[src/rtl/exc_ctrl.sv]
// Exception/return sequencer: saves PC and MSR into SRR0/SRR1, rewrites the MSR,
// redirects fetch to the architected vector, and runs rfi from the saved state.
module exc_ctrl #(
    parameter int          MSR_WIDTH = 32,
    parameter logic [0:31] VEC_MCHK  = 32'h0000_0200,
    parameter logic [0:31] VEC_EXT   = 32'h0000_0500,
    parameter logic [0:31] VEC_SC    = 32'h0000_0C00
) (
    input  logic                 clk,
    input  logic                 rst,
    input  logic                 mchk,
    input  logic                 ext_irq,
    input  logic                 sc_req,
    input  logic                 rfi_req,
    input  logic [0:31]          pc_cur,
    input  logic                 core_msr_wr,
    input  logic [0:MSR_WIDTH-1] core_msr_wd,
    input  logic [0:MSR_WIDTH-1] msr_rd,
    output logic                 msr_wr,
    output logic [0:MSR_WIDTH-1] msr_wd,
    output logic [0:31]          srr0,
    output logic [0:MSR_WIDTH-1] srr1,
    output logic                 redir_vld,
    output logic [0:31]          redir_pc,
    output logic                 busy,
    output logic                 checkstop,
    output logic [2:0]           state_dbg
);

    localparam int EE = 16;
    localparam int ME = 19;
    localparam int LE = 31;

    typedef enum logic [2:0] {
        IDLE = 3'd0,
        SAVE = 3'd1,
        VECT = 3'd2,
        RFI  = 3'd3,
        RET  = 3'd4,
        STOP = 3'd5
    } state_e;

    typedef enum logic [1:0] {
        CAUSE_NONE = 2'd0,
        CAUSE_MCHK = 2'd1,
        CAUSE_EXT  = 2'd2,
        CAUSE_SC   = 2'd3
    } cause_e;

    state_e                 state;
    cause_e                 cause;
    logic [0:MSR_WIDTH-1]   save_img;
    logic [0:MSR_WIDTH-1]   rfi_img;
    logic [0:31]            vec_pc;

    assign state_dbg = state;

    // MSR image written on exception entry: EE off, ME off only for machine check.
    always_comb begin
        save_img     = '0;
        save_img[ME] = (cause == CAUSE_MCHK) ? 1'b0 : msr_rd[ME];
        save_img[LE] = msr_rd[LE];
    end

    always_comb begin
        rfi_img     = '0;
        rfi_img[EE] = srr1[EE];
        rfi_img[ME] = srr1[ME];
        rfi_img[LE] = srr1[LE];
    end

    always_comb begin
        case (cause)
            CAUSE_MCHK: vec_pc = VEC_MCHK;
            CAUSE_EXT:  vec_pc = VEC_EXT;
            CAUSE_SC:   vec_pc = VEC_SC;
            default:    vec_pc = '0;
        endcase
    end

    // MSR write port: core mtmsr passes through only while idle.
    always_comb begin
        msr_wr = 1'b0;
        msr_wd = core_msr_wd;
        case (state)
            IDLE: msr_wr = core_msr_wr & ~rst;
            SAVE: begin
                msr_wr = 1'b1;
                msr_wd = save_img;
            end
            RFI: begin
                msr_wr = 1'b1;
                msr_wd = rfi_img;
            end
            default: msr_wr = 1'b0;
        endcase
    end

    // redir_vld is a single-cycle strobe with redir_pc valid alongside it;
    // fetch has no back-pressure, so there is no ready.
    always_ff @(posedge clk) begin
        if (rst) begin
            state     <= IDLE;
            cause     <= CAUSE_NONE;
            srr0      <= '0;
            srr1      <= '0;
            redir_vld <= 1'b0;
            redir_pc  <= '0;
            busy      <= 1'b0;
            checkstop <= 1'b0;
        end else begin
            redir_vld <= 1'b0;
            case (state)
                IDLE: begin
                    if (mchk && msr_rd[ME]) begin
                        state <= SAVE;
                        cause <= CAUSE_MCHK;
                        busy  <= 1'b1;
                    end else if (mchk) begin
                        state     <= STOP;
                        busy      <= 1'b1;
                        checkstop <= 1'b1;
                    end else if (ext_irq && msr_rd[EE]) begin
                        state <= SAVE;
                        cause <= CAUSE_EXT;
                        busy  <= 1'b1;
                    end else if (sc_req) begin
                        state <= SAVE;
                        cause <= CAUSE_SC;
                        busy  <= 1'b1;
                    end else if (rfi_req) begin
                        state <= RFI;
                        busy  <= 1'b1;
                    end
                end
                SAVE: begin
                    srr0      <= pc_cur;
                    srr1      <= msr_rd;
                    redir_vld <= 1'b1;
                    redir_pc  <= vec_pc;
                    state     <= VECT;
                end
                VECT: begin
                    state <= IDLE;
                    busy  <= 1'b0;
                end
                RFI: begin
                    redir_vld <= 1'b1;
                    redir_pc  <= srr0;
                    state     <= RET;
                end
                RET: begin
                    state <= IDLE;
                    busy  <= 1'b0;
                end
                STOP: begin
                    state     <= STOP;
                    busy      <= 1'b1;
                    checkstop <= 1'b1;
                end
                default: begin
                    state <= IDLE;
                    busy  <= 1'b0;
                end
            endcase
        end
    end

endmodule

[config.mk]
export PLATFORM = sky130hd
export DESIGN_NAME = exc_ctrl
export DESIGN_NICKNAME = d
export VERILOG_FILES = /design/src/rtl/exc_ctrl.sv
export SDC_FILE = /design/constraint.sdc
export NUM_CORES = 1
export LEC_CHECK = 0
export CAP_MARGIN = 20
export CORE_AREA = 2 2 107 109
export DETAILED_ROUTE_END_ITERATION = 10
export DIE_AREA = 0 0 109 111
export GPL_TIMING_DRIVEN = 0
export PLACE_DENSITY = 0.81
export SLEW_MARGIN = 20
export SYNTH_ARGS = -nofsm -noshare
export SYNTH_HDL_FRONTEND = slang
export SYNTH_SLANG_ARGS = --single-unit
[constraint.sdc]
create_clock -name clk -period 1.8 [get_ports clk]
set_clock_uncertainty 0.05 [all_clocks]
set_input_delay 0.27 -clock clk [delete_from_list [all_inputs] [get_ports clk]]
set_output_delay 0.27 -clock clk [all_outputs]
set_load 0.01 [all_outputs]
==> results.tsv <==
stage	metric	value	unit
run_status	run status	finished, final reports clean	
sta	Max-Slew Margin vs Limit	0.6134	
die	CORE AREA	0.01108	sq mm
power_and_ir_drop	leak pwr	0.002628	uW
worst_setup_path	R2R Setup Slk	90	ps
detailed_routing	antenna-violating nets left	0	
sta	Hold Fails Final Rpt	0	
worst_setup_path	R2R Path Start	state_dbg[2]	
synth	largest area contributor in the netlist	dfxtp_1	
finish	filler instances	977	
clocking	root buffer cell	clkbuf_16	
die	Die W	109	microns
global_routing	total global routing overflow	0	
sta	final hold slack	403.7	ps
worst_setup_path	critical setup path kind	register to output pin	
power_and_ir_drop	PwrDens	968.5	mW/mm^2
sta	Worst Tran Pin Value	579.9	ps
finish	Nets	879	
die	Starting Density	0.3700	
clocking	clk slew on worst S/H paths	70	ps
global_routing	number of global-route vias before repair	4659	
sta	final slew viol count	0	
place	placed instance count	896	
sta	RSZ-0062 raised after global routing	true	
sta	setup_tns	0	ps
worst_hold_path	HP Start	redir_pc[31]	
detailed_routing	Routed WL	15460	microns
global_routing	largest net degree at the start of global routing	18	
clocking	Max Root-Sink Buffers	2	
place	Placed Area	0.006640	sq mm
finish	area grow syn2layout	72.04	%
place	PortBufs	236	
worst_hold_path	hold depth	2	
synth	count of cell types in the netlist	34	
sta	final setup fails	0	
sta	final worst path period share	0.9814	
synth	Avg Cell Area, Syn	7.928	sq um
worst_setup_path	arrival time worst endpoint	1450	ps
die	die area	0.01210	sq mm
synth	yosys warns	0	
global_routing	total global-route track usage	0.2472	
worst_setup_path	Required @ worst endpoint	1480	ps
detailed_routing	TritonRoute pass-1 iters	5	
detailed_routing	Wirelength per Cell	16.71	microns
global_routing	first-pass GRT wire length	23320	microns
clocking	CTS tree	yes	
sta	PnR worst setup slack	33.50	ps
synth	#FFs+latches synth	104	
place	dpl hpwl	11440	microns
synth	mapped cell area	0.004099	sq mm
clocking	worst skew pair latency	350	ps
synth	Syn Inst Count	517	
power_and_ir_drop	Worst VDD drop	464.5	uV
die	io pins	238	
clocking	clk sinks	104	
sta	min Tclk post-route	1767	ps
clocking	H-tree level count	3	
finish	share of layout cells above drive strength 1	0.1319	
place	DP Worst Slack	-477.8	ps
finish	fin area	0.007052	sq mm
synth	sequential element share of the synthesized area	0.5079	
clocking	CTS Buf Count	9	
detailed_routing	Initial DRC Count	183	
worst_setup_path	reg2reg end	redir_pc[16]	
sta	fmax	566.1	MHz
job	Max Cap Viol	0	
finish	final non-filler cell total	925	
synth	syn nets	620	
detailed_routing	via count	4596	
synth	top post-synthesis cells by area	dfxtp_1 51%, nand2_1 15%, a21oi_1 12%	
die	Die Y	111	microns
place	gpl congestion	0.8074	
worst_hold_path	hold crit path type	register to register	
worst_setup_path	R2R depth	8	
worst_setup_path	CP endpoint kind	output pin	
synth	Yosys top cell area share	0.5079	
worst_setup_path	crit start category	register	
detailed_routing	routed vias/inst	4.969	
die	# rows	39	
worst_setup_path	worst-path fanout max	10	
global_routing	initial antenna violation count	1	
detailed_routing	Post-route DRC	0	
worst_hold_path	Hold Crit Endpoint	redir_pc[31]	
report_power, final:
group / switching, uW / internal [uW]
sequential: 139 / 2500
clock: 911 / 1270
combinational: 967 / 1040
metrics by stage:
| stage | total power [uW] | util |
|---|---|---|
| 2_1_floorplan | 3540 | - |
| 3_3_place_gp | 4551 | 0.5995 |
| 3_5_place_dp | 4603 | 0.5995 |
| 4_1_cts | 6863 | 0.6428 |
| 5_1_grt | 7125 | 0.6366 |
| 6_report | 6829 | 0.6366 |
sequential cells by signal, indices dropped and copies added, names as in the netlist:
register and cells:
srr0 32, srr1 32, cause 2, state_dbg 3
redir_pc 32, redir_vld 1, busy 1, checkstop 1
cell type report:
type,count,area (sq um),area share
antenna,1,2.502,0.0003549
buffer,42,330.3,0.04684
clock buffer,11,242.7,0.03442
clock inverter,5,86.33,0.01224
inverter,4,15.01,0.002129
multi-input combinational,365,1773,0.2514
sequential,104,2091,0.2965
tap,143,178.9,0.02537
timing repair buffer,250,2332,0.3307
cell usage in the layout (no fill, tap or decap), drive strengths merged, types with 2 or more instances in the layout:
cell type,Yosys,routed
nor2,7,7
clkbuf,17,29
dfxtp,104,104
nor3,4,4
nand3b,3,3
a21oi,97,97
clkdlybuf4s50,0,203
nand3,29,29
nand2b,3,3
a31oi,3,3
inv,4,7
buf,27,71
mux2i,2,2
nand2,165,165
and2,29,29
or3b,2,2
bufinv,0,2
nor2b,2,2
o21ai,4,4
nor4b,2,2
a211oi,3,3
logic make-up after synthesis:
group	count (synthesis)	synth area share
buffers and inverters	48	0.06593
DFF	104	0.5079
AOI/OAI and AO/OA	114	0.1487
muxes	2	0.004884
and+or+nand+nor	249	0.2726
cell usage after synthesis:
cell and n:
or3b_1 2, o32a_1 1, nand2_1 165, a31oi_1 3
or2_2 1, a21oi_1 97, nand2b_1 3, a211o_1 1
nor3b_2 1, o22ai_1 1, a31o_2 1, nor2_1 7
buf_1 3, inv_1 4, nor4b_1 2, o21ai_0 3
buf_2 12, a211oi_1 3, clkbuf_1 17, buf_6 8
nor3_1 3, nor3_4 1, o21ai_1 1, buf_4 4
nand3b_1 3, o211a_1 1, o32ai_1 1, nor4_1 1
nor2b_1 2, dfxtp_1 104, nand3_1 29, mux2i_1 2
and2_1 29, o311a_1 1
critical path, cell delays in order, from the launching register on:
cell and delay [ps]:
dfxtp_4 390, buf_8 120, buf_4 180, nand2_1 80, a31oi_1 170, buf_2 160
worst max path at each step:
stage	depth (start not counted)	to	start	slack, ps
global placement	5	msr_wd[16]	state_dbg[1]	-460
CTS	5	msr_wd[25]	state_dbg[2]	-20
global route	6	msr_wd[19]	state_dbg[2]	-50
floorplan	5	msr_wd[19]	state_dbg[2]	300
detailed placement	6	msr_wd[31]	state_dbg[2]	-480
finish	5	msr_wd[19]	state_dbg[1]	30
routing by layer:
metal,track usage,wire length (microns)
met5,0,0
met4,0.1017,378
met3,0.06937,1466
met2,0.4480,7915
met1,0.2632,5694
repair_timing:
| action | 4_1_cts | 5_1_grt |
|---|---|---|
| endpoints found under the hold margin | 0 | 0 |
| pin swaps | 4 | 2 |
| hold buffers | 0 | 0 |
| endpoints found under the setup margin | 33 | 22 |
| setup buffers | 10 | 4 |
| resized for setup | 159 | 20 |
Note: power is estimated with default switching activity, not from simulation.
